## src/rtl/kanagawa_extern_return_router.sv

```systemverilog
// Routes each data item to the output port named by the matching entry of an index FIFO.
// Optional checks are compiled in with `define KANAGAWA_EXTERN_RETURN_ROUTER_ASSERT_EN.
module kanagawa_extern_return_router #(
    parameter int unsigned DUAL_CLOCK                 = 0,
    parameter int unsigned LOG_DEPTH                  = 5,
    parameter int unsigned INDEX_WIDTH                = 2,
    parameter int unsigned DATA_WIDTH                 = 16,
    parameter int unsigned USE_LUTRAM                 = 0,
    parameter int unsigned NUM_OUTPUT_PORTS           = 3,
    parameter int unsigned PORT_INDEX_MAP_VALUE_WIDTH = 3,
    parameter int unsigned PORT_INDEX_MAP_DEPTH       = 4,
    parameter logic [PORT_INDEX_MAP_DEPTH*PORT_INDEX_MAP_VALUE_WIDTH-1:0] PORT_INDEX_MAP = '0
) (
    input  logic                                   output_clk,
    input  logic                                   rst,
    input  logic                                   input_clk,
    input  logic                                   input_index_valid,
    output logic                                   input_index_ready,
    input  logic [INDEX_WIDTH-1:0]                 input_index_data,
    input  logic                                   input_data_valid,
    output logic                                   input_data_ready,
    input  logic [DATA_WIDTH-1:0]                  input_data_data,
    output logic [NUM_OUTPUT_PORTS-1:0]            out_valid,
    input  logic [NUM_OUTPUT_PORTS-1:0]            out_ready,
    output logic [NUM_OUTPUT_PORTS*DATA_WIDTH-1:0] out_data
);

    localparam int unsigned DEPTH = 1 << LOG_DEPTH;

    logic [INDEX_WIDTH-1:0] mem [DEPTH];
    logic [LOG_DEPTH:0]     rd_bin;
    logic [INDEX_WIDTH-1:0] head;
    logic                   full;
    logic                   empty;
    logic                   wr_rst;
    logic                   push;
    logic                   pop;
    logic                   target_busy;

    assign input_index_ready = !wr_rst && !full;
    assign push              = input_index_valid && input_index_ready;
    assign head              = mem[rd_bin[LOG_DEPTH-1:0]];

    function automatic logic [LOG_DEPTH:0] bin2gray(input logic [LOG_DEPTH:0] b);
        return b ^ (b >> 1);
    endfunction

    if (DUAL_CLOCK != 0) begin : g_dual
        // Gray pointers differ in their top two bits only when the FIFO is full.
        localparam logic [LOG_DEPTH:0] FULL_MASK = (LOG_DEPTH + 1)'(3) << (LOG_DEPTH - 1);

        logic [1:0]         rst_sync;
        logic [LOG_DEPTH:0] wr_bin;
        logic [LOG_DEPTH:0] wr_gray;
        logic [LOG_DEPTH:0] rd_gray;
        logic [LOG_DEPTH:0] rd_gray_s1;
        logic [LOG_DEPTH:0] rd_gray_s2;
        logic [LOG_DEPTH:0] wr_gray_s1;
        logic [LOG_DEPTH:0] wr_gray_s2;
        logic [LOG_DEPTH:0] wr_bin_next;
        logic [LOG_DEPTH:0] rd_bin_next;

        assign wr_rst      = rst_sync[1];
        assign wr_bin_next = wr_bin + 1'b1;
        assign rd_bin_next = rd_bin + 1'b1;
        assign full        = (wr_gray ^ rd_gray_s2) == FULL_MASK;
        assign empty       = rd_gray == wr_gray_s2;

        always_ff @(posedge input_clk) begin
            rst_sync <= {rst_sync[0], rst};
        end

        always_ff @(posedge input_clk) begin
            if (wr_rst) begin
                wr_bin     <= '0;
                wr_gray    <= '0;
                rd_gray_s1 <= '0;
                rd_gray_s2 <= '0;
            end else begin
                rd_gray_s1 <= rd_gray;
                rd_gray_s2 <= rd_gray_s1;
                if (push) begin
                    wr_bin  <= wr_bin_next;
                    wr_gray <= bin2gray(wr_bin_next);
                end
            end
            if (push) mem[wr_bin[LOG_DEPTH-1:0]] <= input_index_data;
        end

        always_ff @(posedge output_clk) begin
            if (rst) begin
                rd_bin     <= '0;
                rd_gray    <= '0;
                wr_gray_s1 <= '0;
                wr_gray_s2 <= '0;
            end else begin
                wr_gray_s1 <= wr_gray;
                wr_gray_s2 <= wr_gray_s1;
                if (pop) begin
                    rd_bin  <= rd_bin_next;
                    rd_gray <= bin2gray(rd_bin_next);
                end
            end
        end
    end else begin : g_single
        logic [LOG_DEPTH:0] wr_bin;

        assign wr_rst = rst;
        assign full   = (wr_bin ^ rd_bin) == {1'b1, {LOG_DEPTH{1'b0}}};
        assign empty  = wr_bin == rd_bin;

        always_ff @(posedge output_clk) begin
            if (rst) begin
                wr_bin <= '0;
                rd_bin <= '0;
            end else begin
                if (push) wr_bin <= wr_bin + 1'b1;
                if (pop)  rd_bin <= rd_bin + 1'b1;
            end
            if (push) mem[wr_bin[LOG_DEPTH-1:0]] <= input_index_data;
        end
    end

    // Out-of-range heads match no port, so they are never busy and the data is dropped.
    always_comb begin
        target_busy = 1'b0;
        for (int unsigned p = 0; p < NUM_OUTPUT_PORTS; p++) begin
            if (32'(head) == p && out_valid[p] && !out_ready[p]) target_busy = 1'b1;
        end
    end

    assign input_data_ready = !rst && !empty && !target_busy;
    assign pop              = input_data_valid && input_data_ready;

    always_ff @(posedge output_clk) begin
        for (int unsigned p = 0; p < NUM_OUTPUT_PORTS; p++) begin
            if (rst) begin
                out_valid[p] <= 1'b0;
            end else if (pop && 32'(head) == p) begin
                out_valid[p] <= 1'b1;
            end else if (out_ready[p]) begin
                out_valid[p] <= 1'b0;
            end
            if (pop && 32'(head) == p) out_data[p*DATA_WIDTH +: DATA_WIDTH] <= input_data_data;
        end
    end

`ifdef KANAGAWA_EXTERN_RETURN_ROUTER_ASSERT_EN
    logic idx_clk;
    logic data_pend;
    logic idx_pend;

    assign idx_clk = (DUAL_CLOCK != 0) ? input_clk : output_clk;

    always_ff @(posedge output_clk) begin
        if (rst) begin
            data_pend <= 1'b0;
        end else begin
            if (pop && !(32'(head) < NUM_OUTPUT_PORTS)) $error("router: out-of-range index %0d popped", head);
            if (pop && empty) $error("router: index FIFO underflow");
            if (data_pend && !input_data_valid) $error("router: input_data_valid dropped without transfer");
            data_pend <= input_data_valid && !input_data_ready;
        end
    end

    always_ff @(posedge idx_clk) begin
        if (wr_rst) begin
            idx_pend <= 1'b0;
        end else begin
            if (push && full) $error("router: index FIFO overflow");
            if (idx_pend && !input_index_valid) $error("router: input_index_valid dropped without transfer");
            idx_pend <= input_index_valid && !input_index_ready;
        end
    end
`endif

endmodule

```

## config.mk

```make
export PLATFORM = sky130hd
export DESIGN_NAME = kanagawa_extern_return_router
export DESIGN_NICKNAME = d
export VERILOG_FILES = /design/src/rtl/kanagawa_extern_return_router.sv
export SDC_FILE = /design/constraint.sdc
export NUM_CORES = 1
export LEC_CHECK = 0
export CAP_MARGIN = 0
export CORE_ASPECT_RATIO = 2
export CORE_MARGIN = 4
export CORE_UTILIZATION = 54
export CTS_BUF_LIST = sky130_fd_sc_hd__clkbuf_4 sky130_fd_sc_hd__clkbuf_8
export CTS_CLUSTER_DIAMETER = 60
export DETAILED_ROUTE_END_ITERATION = 7
export HOLD_SLACK_MARGIN = 0.02
export PLACE_DENSITY = 0.8
export SETUP_SLACK_MARGIN = 0.02
export SLEW_MARGIN = 20
export SYNTH_ARGS = -nofsm -noshare
export SYNTH_HDL_FRONTEND = slang
export SYNTH_SLANG_ARGS = --single-unit
export TNS_END_PERCENT = 20
```

## constraint.sdc

```tcl
create_clock -name output_clk -period 8.18 [get_ports output_clk]
set_input_delay 2.045 -clock output_clk [delete_from_list [all_inputs] [get_ports output_clk]]
set_output_delay 2.045 -clock output_clk [all_outputs]
set_load 0.01 [all_outputs]
```

# Yosys cells after proc, flatten, opt, wreduce, memory -nomap -nowiden
# Memory sizes are Yosys's and may differ from the RTL's. A register that Yosys moved wholly into a read port is not among the register bits.
# Index checks and enable logic that the tools add are counted.
# totals
elab_cells	54
out_inout_bits	53
regBits	63
in_bits	26
mem_bits_rw	64
n_memories	1
# mem_list
name	depth	word_bits	read_ports	rd_clocked_by_memory_dff	write_ports	line	text
mem	32	2	1	1	1	30	logic [INDEX_WIDTH-1:0] mem [DEPTH];
# op_classes
mux	13
eq_ne	4
bitwise_logic	1
reduce_logical	25
n_addsub	2
# op_table
cell	n
1-bit logical AND	14
6-bit by 1-bit adder with 6-bit output (second input constant)	2
1-bit two-way mux	11
5-bit two-way mux	2
1-bit logical NOT	7
6-bit equality test	1
6-bit equality test (second input constant)	1
2-bit nonzero test	3
6-bit bitwise XOR	1
2-bit by 1-bit equality test with 1-bit output (second input constant)	1
2-bit equality test (second input constant)	1
2-bit logical NOT	1

# Depth between registers and ports, before layout
# Gate-level depths: netlist of the first run.
# depth
ltp_word	11
mapped_depth	11
mapped_depth_nobuf	7

# Worst setup path after synthesis of the first run
# Ideal clock, no wire load.
# synth_timing
kind	in2out
from	input out_ready[0]
to	output input_data_ready
t_required_ns	6.135
n_path_buf	0
path_stages	4
t_arrival_ns	2.748
slack_ns	3.387
cell_sequence	nand2b_1 -> mux2i_1 -> nand3_1 -> and3_1
# synth_between
elab_chain_cells	7
# synth_lines
element	line	text
from (decl)	24	input logic [NUM_OUTPUT_PORTS-1:0] out_ready,
1-bit logical NOT	128	if (32'(head) == p && out_valid[p] && !out_ready[p]) target_busy = 1'b1;
1-bit logical AND	128	
1-bit two-way mux (3 in a row)	128	
1-bit logical NOT	132	assign input_data_ready = !rst && !empty && !target_busy;
1-bit logical AND	132	
to (decl)	21	output logic input_data_ready,
# Every way passes these cells.

==> out/metrics.yaml, run 1 <==
outcome:
  status: "completed"
critical_path:
  cp_data_arrival_time_ns: 4.29
  cp-end-kind: "primary output"
  worstPathMaxFanout: 16
  start_kind: "flip-flop"
  path_class: "reg -> out"
  cp.required_ns: 6.14
power_and_ir_drop:
  ir_drop_v: 0.0001475
  p_leak_nw: 2.136
  p_per_area_nw_per_um2: 203.7
  fin_total_pwr_mw: 1.323
clocking:
  postCtsSetupRepairBufs: 0
  hold_buffers: 0
  path_clk_slew_ns: 0.07
  cts_resized: 0
  htree_levels: 4
  clkLatencyLatePin_ns: 0.44
  tritoncts: "built"
  numCtsBuffers: 17
  clockRootBuffer: "clkbuf_8"
  clock_path_buffers: 2
  clock-sinks: 132
logic_synthesis:
  synth_area_leaders: "edfxtp_1, dfxtp_1, mux2i_1, nor2_1, mux4_1"
  async_flop_share_pct: 0
  yosysSeqAreaShare_pct: 71.91
  synth_nets: 362
  netlist_area_sq_um: 5234
  netlist_instances: 331
  ys_types: 48
  synth_top_cell_area_share_pct: 64.26
  synth_top_area_cell: "edfxtp_1"
  yosysWarnings: 0
  synth_flop_cell: "edfxtp_1"
  avgSynthCellArea_sq_um: 15.81
  synth_edf_count: 112
  yosys_register_bits: 132
floorplan:
  die_w_um: 77.62
  die_h_um: 147.2
  rows: 50
  start_util_pct: 55.40
  core-area_sq_um: 9447
  pin_count: 79
  dieArea_sq_um: 11430
cells_and_area:
  final_common_cell: "edfxtp_1"
  drive_above_1_share_pct: 11.83
  layout.nets: 449
  postLayoutCoreUtil_pct: 68.78
  syn2layout_area_growth_pct: 24.15
  fin_cells: 561
  antenna_cells: 0
  final_cell_mix: "edfxtp_1, clkdlybuf4s50_1, nor2_1, mux2i_1, dfxtp_1"
  nFillCells: 602
global_route:
  grt_use_met1_pct: 19.14
  grt_pass1_vias: 3163
  grt_max_degree: 33
  grt.busiest_layer: "met2"
  grt_pass1_wl_um: 16660
  grt_usage_pct: 19.72
  grt_use_met2_pct: 36.60
  antenna_found_initial: 0
  met3_usage_pct: 6.196
  grt_overflow: 0
sta:
  worstMarginPinSlew_ns: 1.038
  final_hold_viol_count: 0
  finalClockSkew_ns: 0.01497
  whs_ns: 0.5189
  drv_slew: 0
  tns_ns: 0
  max_freq_mhz: 157.7
  period_share_pct: 77.50
  rsz0062_at_grt: "no"
  slew_headroom_pct: 30.58
  fin_crit_ns: 6.340
  setup_viol: 0
place:
  post-place-cells: 529
  place_congestion: 0.7515
  hpwl_um: 7672
  port_buffers: 77
drt:
  routed_wl_um: 10720
  ant_nets: 0
  avgRoutedWirePerCell_um: 19.10
  vias: 3145
  vias_per_cell: 5.606
  drt_iter0_markers: 190
  drcViolationCount: 0
  first_pass_iters: 4
min_path:
  hp-class: "reg -> reg"
job:
  maxCapViolCount: 0
==> through the flow <==
| step | area [sq um] | worst slack, ns |
|---|---|---|
| 6_report | 6497 | 1.840 |
| 3_3_place_gp | 6117 | 2.214 |
| 3_5_place_dp | 6117 | 2.212 |
| 4_1_cts | 6497 | 1.794 |
| 2_1_floorplan | 5234 | 3.387 |
| 5_1_grt | 6497 | 1.639 |
==> power by group <==
group / internal (mW) / switching (mW)
logic: 0.0303 / 0.0334
registers: 0.737 / 0.00617
clock network: 0.270 / 0.246
total: 1.04 / 0.286
==> critical path, stage by stage (launching register included) <==
cell             delay, ns
dfxtp_1               0.85
buf_4                 0.36
mux4_1                0.61
mux4_2                0.53
mux2i_4               0.25
mux2i_1               0.28
nand3_1               0.26
and3_1                0.23
clkdlybuf4s50_1       0.47
==> Yosys cell counts (all sizes together) (4+ instances only) <==
cell type and count:
a21oi 7, buf 5, clkbuf 7, dfxtp 20, edfxtp 112, ha 5
inv 10, mux2i 21, mux4 10, nand2 14, nand2b 5, nand3 8
nand4 6, nor2 43, nor2b 4, o31ai 4, xor2 8
==> cells by family after synthesis <==
logic type / after synthesis / share of synthesized area, %
DFF: 132 / 71.91
and+or+nand+nor: 100 / 9.610
muxes: 34 / 9.563
AOI/OAI and AO/OA: 27 / 3.682
buffers and inverters: 22 / 2.199
xor gates and xnor gates: 11 / 1.841
adders and majority gates: 5 / 1.195
==> flip-flops by register name (all words and copies together) (netlist names), named ones only <==
name,cells
g_single.wr_bin,6
out_valid,3
out_data,48
mem,64
rd_bin,6
==> cell type report <==
| class | count | area (sq um) | share of cell area (%) |
|---|---|---|---|
| flip-flops and latches | 132 | 3764 | 57.92 |
| well taps | 130 | 162.7 | 2.503 |
| repair buffers | 80 | 793.3 | 12.21 |
| clock buffers | 18 | 241.5 | 3.717 |
| multi-input cells | 177 | 1360 | 20.93 |
| clock inverters | 14 | 138.9 | 2.137 |
| inverters | 10 | 37.54 | 0.5777 |
==> routing by layer <==
layer | wire (um) | vias to the layer above
met5 | 0 | -
met4 | 362 | 0
met3 | 623 | 28
li1 | - | 1437
met1 | 3748 | 1525
met2 | 5980 | 155
==> final timing paths <==
check,slack [ns],start,cells after the start,endpoint
worst min-delay path,0.52,rd_bin[4],1,rd_bin[4]
worst max-delay path,1.84,flip-flop,8,input_data_ready
worst max register to register,4.11,flip-flop,8,out_data[10]
worst min register to register,0.52,rd_bin[4],1,rd_bin[4]
(Power assumes the default switching activity.)
==> run 2, diff against run 1 <==
--- a/config.mk
+++ b/config.mk
@@ -8,12 +8,12 @@
 export CAP_MARGIN = 0
 export CORE_ASPECT_RATIO = 2
 export CORE_MARGIN = 4
-export CORE_UTILIZATION = 54
+export CORE_UTILIZATION = 50
 export CTS_BUF_LIST = sky130_fd_sc_hd__clkbuf_4 sky130_fd_sc_hd__clkbuf_8
 export CTS_CLUSTER_DIAMETER = 60
 export DETAILED_ROUTE_END_ITERATION = 7
 export HOLD_SLACK_MARGIN = 0.02
-export PLACE_DENSITY = 0.8
+export PLACE_DENSITY = 0.78
 export SETUP_SLACK_MARGIN = 0.02
 export SLEW_MARGIN = 20
 export SYNTH_ARGS = -nofsm -noshare
==> constraint.sdc (replaced) <==
create_clock -name output_clk -period 5.8 [get_ports output_clk]
set_input_delay 1.45 -clock output_clk [delete_from_list [all_inputs] [get_ports output_clk]]
set_output_delay 1.45 -clock output_clk [all_outputs]
set_load 0.01 [all_outputs]
==> run 2 against run 1 <==
Against the previous run: clock power increased by 73%; via count decreased by 1.5%; first-iteration DRC count decreased by 22%; clock-buffer cell count unchanged; core utilization decreased by 3.5 points; non-clock buffer count increased by 4; critical endpoint unchanged; setup slack got worse by 1.5 ns; global-route usage decreased by 1.4 points; critical path depth unchanged; sequential share of layout area decreased by 1.1 points.
==> out/metrics.yaml, run 2 (synthesis results as in run 1) <==
outcome:
  status: "completed"
critical_path:
  crit_family: "multiplexers"
  worstPathMaxFanout: 19  # +3
  worst_path_max_delay_cell: "dfxtp_1"
  path_cells: "mux4_1 > mux4_2 > mux2i_4 > mux2i_1 > nand3_1 > buf_4 > and3_1 > clkdlybuf4s50_1"
  start_kind: "flip-flop"
  critical_path_buf_inv_count: 2  # unchanged
  cp-end-kind: "primary output"
  path_class: "reg -> out"
  critPathMaxStageDelay_ns: 0.99  # +0.14 ns
  cp_data_arrival_time_ns: 4.05  # -0.24 ns
  cp.required_ns: 4.35  # -1.79 ns
place:
  port_buffers: 77  # unchanged
  place_congestion: 0.7868  # +4.7%
  post-place-cells: 538  # +1.7%
  hpwl_um: 7683  # +0.14%
  dp_slack_ns: 0.7897  # -1.422 ns
power_and_ir_drop:
  p_leak_nw: 2.212  # +3.6%
  fin_total_pwr_mw: 2.033  # +54%
  ir_drop_v: 0.0001815  # +23%
  p_per_area_nw_per_um2: 306.7  # +51%
clocking:
  clockRootBuffer: "clkbuf_8"
  clkLatencyLatePin_ns: 0.43  # about the same
  htree_levels: 4  # unchanged
  numCtsBuffers: 17  # unchanged
  postCtsSetupRepairBufs: 0  # unchanged
  clock_path_buffers: 2  # unchanged
  path_clk_slew_ns: 0.08  # about the same
  cts_resized: 0  # unchanged
  tritoncts: "built"
  clock-sinks: 132  # unchanged
  hold_buffers: 0  # unchanged
drt:
  vias: 3097  # -1.5%
  drt_iter0_markers: 149  # -22%
  first_pass_iters: 4  # unchanged
  routed_wl_um: 10500  # -2.0%
  ant_nets: 0  # unchanged
  avgRoutedWirePerCell_um: 18.42  # -3.5%
  vias_per_cell: 5.433  # -3.1%
  drcViolationCount: 0  # unchanged
floorplan:
  pin_count: 79  # unchanged
  dieArea_sq_um: 12270  # +7.4%
  die_w_um: 80.35  # +3.5%
  rows: 52  # +4.0%
  core-area_sq_um: 10150  # +7.4%
  start_util_pct: 51.57  # -3.8 points
  die_h_um: 152.7  # +3.7%
sta:
  tns_ns: 0  # unchanged
  fin_crit_ns: 5.500
  rsz0062_at_grt: "no"
  finalClockSkew_ns: 0.01146  # -0.003512 ns
  worstMarginPinSlew_ns: 1.034  # -0.004335 ns
  final_hold_viol_count: 0  # unchanged
  max_freq_mhz: 181.8
  setup_ws_ns: 0.2997  # -1.541 ns
  slew_headroom_pct: 30.87  # +0.29 points
  setup_viol: 0  # unchanged
  period_share_pct: 94.83
  drv_slew: 0  # unchanged
cells_and_area:
  syn2layout_area_growth_pct: 26.63
  layout.nets: 453  # +0.89%
  final_common_cell: "edfxtp_1"
  largest_register_ffs: 64  # unchanged
  antenna_cells: 0  # unchanged
  final_cell_mix: "edfxtp_1, clkdlybuf4s50_1, nor2_1, mux2i_1, dfxtp_1"
  drive_above_1_share_pct: 12.64  # +0.81 points
  fin_cells: 570  # +1.6%
min_path:
  hp-class: "reg -> reg"
global_route:
  grt_pass1_vias: 3157  # -0.19%
  grt_pass1_wl_um: 16520  # -0.87%
  antenna_found_initial: 0  # unchanged
  grt_overflow: 0  # unchanged
  grt_usage_pct: 18.36  # -1.4 points
  grt_max_degree: 33  # unchanged
job:
  maxCapViolCount: 0  # unchanged
[run 2: report_power, final]
group	switching [mW]	internal [mW]
sequential	0.00839	1.04
clock	0.337	0.558
combinational	0.0464	0.0433
total	0.392	1.64
[run 2: tightest hold or removal path: cells and delay by family, from the launching register on]
kind / cells / cell delay, ns
AND/OR/NAND/NOR: 1 / 0.10
AO/OA/AOI/OAI: 1 / 0.07
flip-flops: 1 / 0.31
[run 2: worst paths after layout]
check	start	endpoint	slack, ns	cells after the start
worst max register to register	flip-flop	out_data[14]	1.93	8
worst min-delay path	out_valid[0]	out_valid[0]	0.53	2
worst min register to register	out_valid[0]	out_valid[0]	0.53	2
worst max-delay path	flip-flop	input_data_ready	0.30	8
[run 2: stage by stage]
stage	util (%)	cell area (sq um)	hold WS (ns)
floorplan	-	5234	0.4736
global placement	60.63	6153	0.4928
detailed placement	60.63	6153	0.5009
CTS	65.30	6628	0.5280
global route	65.30	6628	0.5545
finish	65.30	6628	0.5297
[run 2: per-layer routing]
metal  global-route usage [%]  vias up  routed length (um)
met4                    8.541        0                 288
li1                         -     1444                   -
met2                    34.18      121                6095
met5                        0        -                   0
met3                    4.379       18                 596
met1                    18.38     1514                3522
[run 2: final cells by class]
| cell class | instances | area [sq um] |
|---|---|---|
| Clock buffer | 18 | 241.5 |
| Timing Repair Buffer | 84 | 823.3 |
| Tap cell | 135 | 168.9 |
| Inverter | 10 | 37.54 |
| Multi-Input combinational cell | 177 | 1360 |
| Clock inverter | 14 | 232.7 |
| Fill cell | 733 | 3522 |
| Sequential cell | 132 | 3764 |
